`src/rtl/core_pkg.sv`:
```
// Shared core definitions for the ID/EX slice.
//   XLEN / REG_W : datapath and register-address widths
//   OP_*         : major opcodes used by decode and the EX-side logic
//   ALU_*        : ALU operation-select encodings
//   ctrl_t       : packed control bundle carried from ID into EX
package core_pkg;

  localparam int XLEN  = 32;
  localparam int REG_W = 5;

  localparam logic [6:0] OP_LOAD   = 7'b0000011;
  localparam logic [6:0] OP_STORE  = 7'b0100011;
  localparam logic [6:0] OP_OPIMM  = 7'b0010011;
  localparam logic [6:0] OP_OP     = 7'b0110011;
  localparam logic [6:0] OP_LUI    = 7'b0110111;
  localparam logic [6:0] OP_BRANCH = 7'b1100011;

  localparam logic [3:0] ALU_ADD   = 4'd0;
  localparam logic [3:0] ALU_SUB   = 4'd1;
  localparam logic [3:0] ALU_AND   = 4'd2;
  localparam logic [3:0] ALU_OR    = 4'd3;
  localparam logic [3:0] ALU_XOR   = 4'd4;
  localparam logic [3:0] ALU_SLL   = 4'd5;
  localparam logic [3:0] ALU_SRL   = 4'd6;
  localparam logic [3:0] ALU_SRA   = 4'd7;
  localparam logic [3:0] ALU_SLT   = 4'd8;
  localparam logic [3:0] ALU_SLTU  = 4'd9;
  localparam logic [3:0] ALU_PASSB = 4'd10;

  typedef struct packed {
    logic       reg_write;
    logic       mem_read;
    logic       mem_write;
    logic       mem_to_reg;
    logic       alu_src;
    logic [3:0] alu_ctrl;
  } ctrl_t;

endpackage

```
`src/rtl/id_ex_stage_if.sv`:
```
// ID -> EX instruction bus.
//   id_* : decoded instruction presented by ID (driven by the decoder side)
//   ex_* : registered EX-stage copies (driven by the ID/EX register)
// Modports:
//   master : decode side, drives id_*, observes ex_*
//   slave  : the ID/EX register, consumes id_*, drives ex_*
// There is no valid/ready handshake on this bus: id_valid qualifies the ID
// fields, and flow control is done with ex_flush / mem_stall / if_id_hold.
interface id_ex_stage_if #(
  parameter int XLEN  = core_pkg::XLEN,
  parameter int REG_W = core_pkg::REG_W
);

  logic             id_valid;
  logic [XLEN-1:0]  id_pc;
  logic [REG_W-1:0] id_rs1, id_rs2, id_rd;
  logic             id_rs1_used, id_rs2_used;
  logic [XLEN-1:0]  id_rs1_data, id_rs2_data, id_imm;
  logic [6:0]       id_op_code;
  logic [3:0]       id_alu_ctrl;
  logic             id_reg_write, id_mem_read, id_mem_write, id_mem_to_reg, id_alu_src;

  logic             ex_valid;
  logic [XLEN-1:0]  ex_pc;
  logic [REG_W-1:0] ex_rs1, ex_rs2, ex_rd;
  logic             ex_rs1_used, ex_rs2_used;
  logic [XLEN-1:0]  ex_rs1_data, ex_rs2_data, ex_imm;
  logic [6:0]       ex_op_code;
  logic [3:0]       ex_alu_ctrl;
  logic             ex_reg_write, ex_mem_read, ex_mem_write, ex_mem_to_reg, ex_alu_src;

  modport master (
    output id_valid, id_pc, id_rs1, id_rs2, id_rd, id_rs1_used, id_rs2_used,
           id_rs1_data, id_rs2_data, id_imm, id_op_code, id_alu_ctrl,
           id_reg_write, id_mem_read, id_mem_write, id_mem_to_reg, id_alu_src,
    input  ex_valid, ex_pc, ex_rs1, ex_rs2, ex_rd, ex_rs1_used, ex_rs2_used,
           ex_rs1_data, ex_rs2_data, ex_imm, ex_op_code, ex_alu_ctrl,
           ex_reg_write, ex_mem_read, ex_mem_write, ex_mem_to_reg, ex_alu_src
  );

  modport slave (
    input  id_valid, id_pc, id_rs1, id_rs2, id_rd, id_rs1_used, id_rs2_used,
           id_rs1_data, id_rs2_data, id_imm, id_op_code, id_alu_ctrl,
           id_reg_write, id_mem_read, id_mem_write, id_mem_to_reg, id_alu_src,
    output ex_valid, ex_pc, ex_rs1, ex_rs2, ex_rd, ex_rs1_used, ex_rs2_used,
           ex_rs1_data, ex_rs2_data, ex_imm, ex_op_code, ex_alu_ctrl,
           ex_reg_write, ex_mem_read, ex_mem_write, ex_mem_to_reg, ex_alu_src
  );

endinterface

```
`src/rtl/id_ex_stage_hazard_detect.sv`:
```
// Load-use hazard detector (purely combinational).
//   ex_valid, ex_mem_read, ex_rd      : instruction currently in EX
//   id_valid, id_rs1/2, id_rs1/2_used : instruction currently in ID
//   hz                                : ID reads the register a load in EX
//                                       is about to produce
module hazard_detect #(
  parameter int REG_W = core_pkg::REG_W
) (
  input  logic             ex_valid,
  input  logic             ex_mem_read,
  input  logic [REG_W-1:0] ex_rd,
  input  logic             id_valid,
  input  logic [REG_W-1:0] id_rs1,
  input  logic [REG_W-1:0] id_rs2,
  input  logic             id_rs1_used,
  input  logic             id_rs2_used,
  output logic             hz
);

  logic rs1_hit, rs2_hit;

  assign rs1_hit = id_rs1_used && (id_rs1 == ex_rd);
  assign rs2_hit = id_rs2_used && (id_rs2 == ex_rd);

  // x0 is hard-wired zero, so a load targeting it never creates a dependency.
  assign hz = ex_valid && ex_mem_read && (ex_rd != '0) && id_valid && (rs1_hit || rs2_hit);

endmodule

```
`src/rtl/id_ex_stage.sv`:
```
// ID/EX pipeline register with load-use bubble insertion and stall/flush
// performance counters.
//   clk, rst       : core clock, synchronous active-high reset
//   bus (slave)    : id_* in, registered ex_* out
//   ex_flush       : taken branch/jump in EX, squash what enters EX
//   mem_stall      : downstream not ready, freeze the EX register
//   load_use_stall : bubble inserted this cycle (combinational)
//   if_id_hold     : PC and IF/ID must not advance (combinational)
//   stall_count    : saturating count of load-use bubbles
//   flush_count    : saturating count of flush cycles
// Update priority each edge: rst > ex_flush > mem_stall > hazard > capture.
module id_ex_stage #(
  parameter int XLEN  = core_pkg::XLEN,
  parameter int REG_W = core_pkg::REG_W,
  parameter int CNT_W = 32
) (
  input  logic             clk,
  input  logic             rst,
  id_ex_stage_if.slave     bus,
  input  logic             ex_flush,
  input  logic             mem_stall,
  output logic             load_use_stall,
  output logic             if_id_hold,
  output logic [CNT_W-1:0] stall_count,
  output logic [CNT_W-1:0] flush_count
);
  import core_pkg::*;

  typedef struct packed {
    logic             valid;
    logic [XLEN-1:0]  pc;
    logic [REG_W-1:0] rs1;
    logic [REG_W-1:0] rs2;
    logic             rs1_used;
    logic             rs2_used;
    logic [REG_W-1:0] rd;
    logic [XLEN-1:0]  rs1_data;
    logic [XLEN-1:0]  rs2_data;
    logic [XLEN-1:0]  imm;
    logic [6:0]       op_code;
    ctrl_t            ctrl;
  } stage_t;

  localparam logic [CNT_W-1:0] CNT_MAX = '1;
  localparam logic [CNT_W-1:0] CNT_ONE = {{(CNT_W-1){1'b0}}, 1'b1};

  stage_t ex_q, ex_d, id_rec;
  logic   hz;

  hazard_detect #(.REG_W(REG_W)) u_hazard_detect (
    .ex_valid    (ex_q.valid),
    .ex_mem_read (ex_q.ctrl.mem_read),
    .ex_rd       (ex_q.rd),
    .id_valid    (bus.id_valid),
    .id_rs1      (bus.id_rs1),
    .id_rs2      (bus.id_rs2),
    .id_rs1_used (bus.id_rs1_used),
    .id_rs2_used (bus.id_rs2_used),
    .hz          (hz)
  );

  // A flush squashes IF/ID upstream, so it suppresses both stall indications.
  assign load_use_stall = hz && !ex_flush && !mem_stall;
  assign if_id_hold     = !ex_flush && (mem_stall || hz);

  // ID record as captured; control bits only survive for a real instruction
  // so an invalid slot can never write the register file or memory.
  always_comb begin
    id_rec          = '0;
    id_rec.valid    = bus.id_valid;
    id_rec.pc       = bus.id_pc;
    id_rec.rs1      = bus.id_rs1;
    id_rec.rs2      = bus.id_rs2;
    id_rec.rs1_used = bus.id_rs1_used;
    id_rec.rs2_used = bus.id_rs2_used;
    id_rec.rd       = bus.id_rd;
    id_rec.rs1_data = bus.id_rs1_data;
    id_rec.rs2_data = bus.id_rs2_data;
    id_rec.imm      = bus.id_imm;
    id_rec.op_code  = bus.id_op_code;
    if (bus.id_valid) begin
      id_rec.ctrl.reg_write  = bus.id_reg_write;
      id_rec.ctrl.mem_read   = bus.id_mem_read;
      id_rec.ctrl.mem_write  = bus.id_mem_write;
      id_rec.ctrl.mem_to_reg = bus.id_mem_to_reg;
      id_rec.ctrl.alu_src    = bus.id_alu_src;
      id_rec.ctrl.alu_ctrl   = bus.id_alu_ctrl;
    end
  end

  // Bubble is the all-zero record (op_code 0 matches no real opcode).
  always_comb begin
    ex_d = ex_q;
    if (ex_flush)       ex_d = '0;
    else if (mem_stall) ex_d = ex_q;
    else if (hz)        ex_d = '0;
    else                ex_d = id_rec;
  end

  always_ff @(posedge clk) begin
    if (rst) ex_q <= '0;
    else     ex_q <= ex_d;
  end

  always_ff @(posedge clk) begin
    if (rst) begin
      stall_count <= '0;
      flush_count <= '0;
    end else begin
      if (load_use_stall && stall_count != CNT_MAX) stall_count <= stall_count + CNT_ONE;
      if (ex_flush && flush_count != CNT_MAX)       flush_count <= flush_count + CNT_ONE;
    end
  end

  assign bus.ex_valid      = ex_q.valid;
  assign bus.ex_pc         = ex_q.pc;
  assign bus.ex_rs1        = ex_q.rs1;
  assign bus.ex_rs2        = ex_q.rs2;
  assign bus.ex_rs1_used   = ex_q.rs1_used;
  assign bus.ex_rs2_used   = ex_q.rs2_used;
  assign bus.ex_rd         = ex_q.rd;
  assign bus.ex_rs1_data   = ex_q.rs1_data;
  assign bus.ex_rs2_data   = ex_q.rs2_data;
  assign bus.ex_imm        = ex_q.imm;
  assign bus.ex_op_code    = ex_q.op_code;
  assign bus.ex_alu_ctrl   = ex_q.ctrl.alu_ctrl;
  assign bus.ex_reg_write  = ex_q.ctrl.reg_write;
  assign bus.ex_mem_read   = ex_q.ctrl.mem_read;
  assign bus.ex_mem_write  = ex_q.ctrl.mem_write;
  assign bus.ex_mem_to_reg = ex_q.ctrl.mem_to_reg;
  assign bus.ex_alu_src    = ex_q.ctrl.alu_src;

endmodule

```
`src/flat_wrapper.sv`:
```
// flat-port wrapper written by rule: the top's interface ports become plain ports
module id_ex_stage_flat import core_pkg::*;
#(
  parameter int XLEN  = core_pkg::XLEN,
  parameter int REG_W = core_pkg::REG_W,
  parameter int CNT_W = 32
)
  (clk, rst, ex_flush, mem_stall, load_use_stall, if_id_hold, stall_count, flush_count, bus_id_valid, bus_id_pc, bus_id_rs1, bus_id_rs2, bus_id_rd, bus_id_rs1_used, bus_id_rs2_used, bus_id_rs1_data, bus_id_rs2_data, bus_id_imm, bus_id_op_code, bus_id_alu_ctrl, bus_id_reg_write, bus_id_mem_read, bus_id_mem_write, bus_id_mem_to_reg, bus_id_alu_src, bus_ex_valid, bus_ex_pc, bus_ex_rs1, bus_ex_rs2, bus_ex_rd, bus_ex_rs1_used, bus_ex_rs2_used, bus_ex_rs1_data, bus_ex_rs2_data, bus_ex_imm, bus_ex_op_code, bus_ex_alu_ctrl, bus_ex_reg_write, bus_ex_mem_read, bus_ex_mem_write, bus_ex_mem_to_reg, bus_ex_alu_src);
  id_ex_stage_if #(.XLEN(XLEN), .REG_W(REG_W)) bus_i ();
  input  logic clk;
  input  logic rst;
  input  logic ex_flush;
  input  logic mem_stall;
  output logic load_use_stall;
  output logic if_id_hold;
  output logic [CNT_W-1:0] stall_count;
  output logic [CNT_W-1:0] flush_count;
  input wire logic [$bits(bus_i.id_valid)-1:0] bus_id_valid;
  input wire logic [$bits(bus_i.id_pc)-1:0] bus_id_pc;
  input wire logic [$bits(bus_i.id_rs1)-1:0] bus_id_rs1;
  input wire logic [$bits(bus_i.id_rs2)-1:0] bus_id_rs2;
  input wire logic [$bits(bus_i.id_rd)-1:0] bus_id_rd;
  input wire logic [$bits(bus_i.id_rs1_used)-1:0] bus_id_rs1_used;
  input wire logic [$bits(bus_i.id_rs2_used)-1:0] bus_id_rs2_used;
  input wire logic [$bits(bus_i.id_rs1_data)-1:0] bus_id_rs1_data;
  input wire logic [$bits(bus_i.id_rs2_data)-1:0] bus_id_rs2_data;
  input wire logic [$bits(bus_i.id_imm)-1:0] bus_id_imm;
  input wire logic [$bits(bus_i.id_op_code)-1:0] bus_id_op_code;
  input wire logic [$bits(bus_i.id_alu_ctrl)-1:0] bus_id_alu_ctrl;
  input wire logic [$bits(bus_i.id_reg_write)-1:0] bus_id_reg_write;
  input wire logic [$bits(bus_i.id_mem_read)-1:0] bus_id_mem_read;
  input wire logic [$bits(bus_i.id_mem_write)-1:0] bus_id_mem_write;
  input wire logic [$bits(bus_i.id_mem_to_reg)-1:0] bus_id_mem_to_reg;
  input wire logic [$bits(bus_i.id_alu_src)-1:0] bus_id_alu_src;
  output wire logic [$bits(bus_i.ex_valid)-1:0] bus_ex_valid;
  output wire logic [$bits(bus_i.ex_pc)-1:0] bus_ex_pc;
  output wire logic [$bits(bus_i.ex_rs1)-1:0] bus_ex_rs1;
  output wire logic [$bits(bus_i.ex_rs2)-1:0] bus_ex_rs2;
  output wire logic [$bits(bus_i.ex_rd)-1:0] bus_ex_rd;
  output wire logic [$bits(bus_i.ex_rs1_used)-1:0] bus_ex_rs1_used;
  output wire logic [$bits(bus_i.ex_rs2_used)-1:0] bus_ex_rs2_used;
  output wire logic [$bits(bus_i.ex_rs1_data)-1:0] bus_ex_rs1_data;
  output wire logic [$bits(bus_i.ex_rs2_data)-1:0] bus_ex_rs2_data;
  output wire logic [$bits(bus_i.ex_imm)-1:0] bus_ex_imm;
  output wire logic [$bits(bus_i.ex_op_code)-1:0] bus_ex_op_code;
  output wire logic [$bits(bus_i.ex_alu_ctrl)-1:0] bus_ex_alu_ctrl;
  output wire logic [$bits(bus_i.ex_reg_write)-1:0] bus_ex_reg_write;
  output wire logic [$bits(bus_i.ex_mem_read)-1:0] bus_ex_mem_read;
  output wire logic [$bits(bus_i.ex_mem_write)-1:0] bus_ex_mem_write;
  output wire logic [$bits(bus_i.ex_mem_to_reg)-1:0] bus_ex_mem_to_reg;
  output wire logic [$bits(bus_i.ex_alu_src)-1:0] bus_ex_alu_src;
  assign bus_i.id_valid = bus_id_valid;
  assign bus_i.id_pc = bus_id_pc;
  assign bus_i.id_rs1 = bus_id_rs1;
  assign bus_i.id_rs2 = bus_id_rs2;
  assign bus_i.id_rd = bus_id_rd;
  assign bus_i.id_rs1_used = bus_id_rs1_used;
  assign bus_i.id_rs2_used = bus_id_rs2_used;
  assign bus_i.id_rs1_data = bus_id_rs1_data;
  assign bus_i.id_rs2_data = bus_id_rs2_data;
  assign bus_i.id_imm = bus_id_imm;
  assign bus_i.id_op_code = bus_id_op_code;
  assign bus_i.id_alu_ctrl = bus_id_alu_ctrl;
  assign bus_i.id_reg_write = bus_id_reg_write;
  assign bus_i.id_mem_read = bus_id_mem_read;
  assign bus_i.id_mem_write = bus_id_mem_write;
  assign bus_i.id_mem_to_reg = bus_id_mem_to_reg;
  assign bus_i.id_alu_src = bus_id_alu_src;
  assign bus_ex_valid = bus_i.ex_valid;
  assign bus_ex_pc = bus_i.ex_pc;
  assign bus_ex_rs1 = bus_i.ex_rs1;
  assign bus_ex_rs2 = bus_i.ex_rs2;
  assign bus_ex_rd = bus_i.ex_rd;
  assign bus_ex_rs1_used = bus_i.ex_rs1_used;
  assign bus_ex_rs2_used = bus_i.ex_rs2_used;
  assign bus_ex_rs1_data = bus_i.ex_rs1_data;
  assign bus_ex_rs2_data = bus_i.ex_rs2_data;
  assign bus_ex_imm = bus_i.ex_imm;
  assign bus_ex_op_code = bus_i.ex_op_code;
  assign bus_ex_alu_ctrl = bus_i.ex_alu_ctrl;
  assign bus_ex_reg_write = bus_i.ex_reg_write;
  assign bus_ex_mem_read = bus_i.ex_mem_read;
  assign bus_ex_mem_write = bus_i.ex_mem_write;
  assign bus_ex_mem_to_reg = bus_i.ex_mem_to_reg;
  assign bus_ex_alu_src = bus_i.ex_alu_src;
  id_ex_stage #(.XLEN(XLEN), .REG_W(REG_W), .CNT_W(CNT_W)) u_core (.clk(clk), .rst(rst), .bus(bus_i), .ex_flush(ex_flush), .mem_stall(mem_stall), .load_use_stall(load_use_stall), .if_id_hold(if_id_hold), .stall_count(stall_count), .flush_count(flush_count));
endmodule
```
`config.mk`:
```
export PLATFORM = sky130hd
export DESIGN_NAME = id_ex_stage_flat
export DESIGN_NICKNAME = d
export VERILOG_FILES = /design/src/rtl/core_pkg.sv /design/src/rtl/id_ex_stage_if.sv /design/src/rtl/id_ex_stage_hazard_detect.sv /design/src/rtl/id_ex_stage.sv /design/src/flat_wrapper.sv
export SDC_FILE = /design/constraint.sdc
export NUM_CORES = 1
export LEC_CHECK = 0
export ABC_AREA = 1
export CELL_PAD_IN_SITES_DETAIL_PLACEMENT = 1
export CELL_PAD_IN_SITES_GLOBAL_PLACEMENT = 2
export CORE_AREA = 2 2 207 209
export DETAILED_ROUTE_END_ITERATION = 10
export DIE_AREA = 0 0 209 211
export GPL_TIMING_DRIVEN = 0
export PLACE_DENSITY = 0.9
export SYNTH_ARGS = -nofsm -noshare
export SYNTH_HDL_FRONTEND = slang
export SYNTH_SLANG_ARGS = --single-unit
```
`constraint.sdc`:
```
create_clock -name clk -period 4.1 [get_ports clk]
set_input_delay 0.82 -clock clk [delete_from_list [all_inputs] [get_ports clk]]
set_output_delay 0.82 -clock clk [all_outputs]
set_load 0.005 [all_outputs]
```
==> impl_metrics.ini <==
[outcome]
outcome = finished, final reports clean

[floorplan]
core_area_sq_mm = 0.0418
fp.dieH_microns = 211
rows = 75
die_area_sq_mm = 0.0441
io_pins = 394
die_w_microns = 209
initial_core_util_pct = 23.8

[placement]
place_congestion = 0.842
port_buffers = 392
placed_cell_area_sq_mm = 0.0145
dp.cells = 2365
dp_hpwl_microns = 33500

[timing]
relSlewSlack_pct = 51.3
worst_slew_pin_slew_ps = 731
hold_violations = 0
rsz0062_at_grt = no
final.setup_skew_ps = 18.8
max_freq_ghz = 0.261
setup_viol = 0
finalCriticalPeriod_ps = 3830
drv_slew = 0
finalCritPeriodShare_pct = 93.3

[synth]
synth.area.mux_share_pct = 0
ys_async_sr_fraction_pct = 0
synth_warnings = 0
syn_area_sq_mm = 0.00994
syn_avg_cell_area_sq_um = 6.93
synth_edf_count = 0
syn-num-nets = 1602
yosys.area_share.adder_pct = 0.252
synth_xor_area_share_pct = 1.06
synth_ff_type = dfxtp_1
yosysUniqueCellTypes = 31
seq_area_frac_synth_pct = 45.5
ys_ff_latch = 226
synth-compound-area-share_pct = 10.3
syn_inst = 1434
synth_top_family_by_area = simple AND/OR/NAND/NOR gates
synth-simple-area-share_pct = 36.2

[critical_path]
crit_path_start_kind = primary input
crit_top_cell = nand2_1
critPathKind = in -> out
crit_path_top_delay_cell = clkdlybuf4s50_1
worstPathArrival_ps = 3010
worstPathRequired_ps = 3280
path_cells = clkdlybuf4s50_1, inv_1, nand2_1, nand2_1, nor2_1, nand3_1, nand2_1, nand3_2, clkinv_1, clkdlybuf4s50_1
max_stage_delay_ps = 560
path_delay_family = buffers and inverters
crit_path_max_fanout = 9
critPathBufInv = 4
setup.worst_path.end_class = primary output

[detailed_routing]
detail_route.iter0.violations = 393
vias = 11200
first_pass_iters = 4
ant_nets = 0
drc_errors = 0
viasPerCell = 4.66
drt-wirelength-per-cell_microns = 17.8
drt-total-wl_microns = 43000

[finish]
final_util_pct = 37.0
syn_to_final_growth_pct = 55.4
num_antenna_cells = 0
stdcell_area_sq_mm = 0.0154
drive_gt1_share_pct = 5.12
final_cells = 2413
layout_common_cells = nand2_1, clkdlybuf4s50_1, dfxtp_1
mostFrequentLayoutCell = nand2_1
fillers = 5141
nets = 2022

[global_route]
grt_max_degree = 20
grt_busiest_layer = met2
grt.met1_usage_pct = 21.4
antenna_found_initial = 1
grt-ovfl-total = 0
met3_usage_pct = 6.01
grt_pass1_vias = 11800
grt_util_all_layers_pct = 18.9
grt_pass1_wl_microns = 66000
use_met2_pct = 33.7

[clock_network]
clk_pin_slew_ps = 60
clkSinkCount = 226
clock_path_buffers = 3
clock_latency_ps = 560
numCtsBuffers = 28
cts_max_level = 1
cts_tree = yes
ctsHoldBuffers = 0
post_cts_buffers = 0
cts_resized = 1
cts_root_buf = clkbuf_16

[pwr]
max-vdd-ir-drop_mv = 0.296
p_leak_nw = 5.50
power.density_mw_per_mm2 = 341

[worst_hold_path]
hold_class = reg -> reg

[flow_run]
drv_cap = 0
==> metal layers <==
metal	vias up	share of wire, %
li1	5540	-
met3	79	7.4
met4	2	3.3
met2	308	49
met5	-	0.026
met1	5308	41
==> cells in the mapped netlist (2+ instances only) <==
cell / instances / area, sq um
xor2_1: 11 / 96.3
nand2_2: 6 / 37.5
buf_2: 16 / 80.1
a21oi_1: 196 / 981
nor2_4: 2 / 22.5
o21ai_1: 2 / 10.0
ha_1: 2 / 25.0
nand4_1: 18 / 113
buf_6: 7 / 78.8
nor3_1: 20 / 100
nand3b_1: 10 / 75.1
buf_4: 8 / 60.1
nand2_1: 426 / 1600
clkbuf_1: 46 / 173
inv_2: 5 / 18.8
nor2_1: 157 / 589
nor3_4: 2 / 32.5
nand3_2: 2 / 20.0
nand3_1: 189 / 946
o21ai_0: 6 / 30.0
dfxtp_1: 226 / 4520
nor2_2: 3 / 18.8
inv_1: 55 / 206
or2_2: 2 / 12.5
buf_1: 11 / 41.3
==> worst paths after layout <==
kind                         start                endpoint  slack, ps  cells past startpoint
max                  bus_id_rs2[1]          load_use_stall        270                     10
min          u_core.bus.ex_imm[30]   u_core.bus.ex_imm[30]        460                      2
max reg2reg  u_core.flush_count[0]  u_core.flush_count[12]       2000                     11
min reg2reg  u_core.bus.ex_imm[30]   u_core.bus.ex_imm[30]        460                      2
==> worst reg2reg max path: cells and delay by family, from the launching register on <==
kind / cells / cell delay [ps]
compound gates: 1 / 60
simple gates: 6 / 870
fa+ha+maj: 1 / 230
flops: 1 / 390
buf+inv: 3 / 410
==> area by class of cell <==
| class | count | area, sq um | share of cell area (%) |
|---|---|---|---|
| Inverter | 61 | 229 | 1.48 |
| Timing Repair Buffer | 392 | 3920 | 25.4 |
| Sequential cell | 226 | 4520 | 29.3 |
| Multi-Input combinational cell | 1059 | 4760 | 30.8 |
| Clock buffer | 45 | 845 | 5.47 |
| Buffer | 86 | 425 | 2.76 |
| Tap cell | 539 | 674 | 4.37 |
| Clock inverter | 5 | 61.3 | 0.397 |
==> metrics by stage <==
| stage | hold slack (ps) | setup TNS (ps) | setup slack, ps | power [mW] |
|---|---|---|---|---|
| 2_1_floorplan | 462 | 0 | 1530 | 2.51 |
| 3_3_place_gp | 451 | -187 | -187 | 2.86 |
| 3_5_place_dp | 458 | -206 | -206 | 2.87 |
| 4_1_cts | 467 | 0 | 59.2 | 5.35 |
| 5_1_grt | 486 | 0 | 69.0 | 5.48 |
| 6_report | 464 | 0 | 274 | 5.26 |
==> logic make-up after synthesis <==
kind of cell	Yosys count
AND/OR/NAND/NOR	841
XOR/XNOR	12
AO/OA/AOI/OAI	204
buffers and inverters	149
flip-flops	226
adder cells (fa/ha/maj)	2
==> where the power goes <==
group / internal, mW / leakage, nW / total (mW) / switching [mW]
combinational: 0.294 / 3.21 / 0.540 / 0.246
sequential: 2.25 / 1.84 / 2.28 / 0.0315
clock: 1.46 / 0.446 / 2.44 / 0.983
Note: power is estimated with default switching activity, not from simulation.
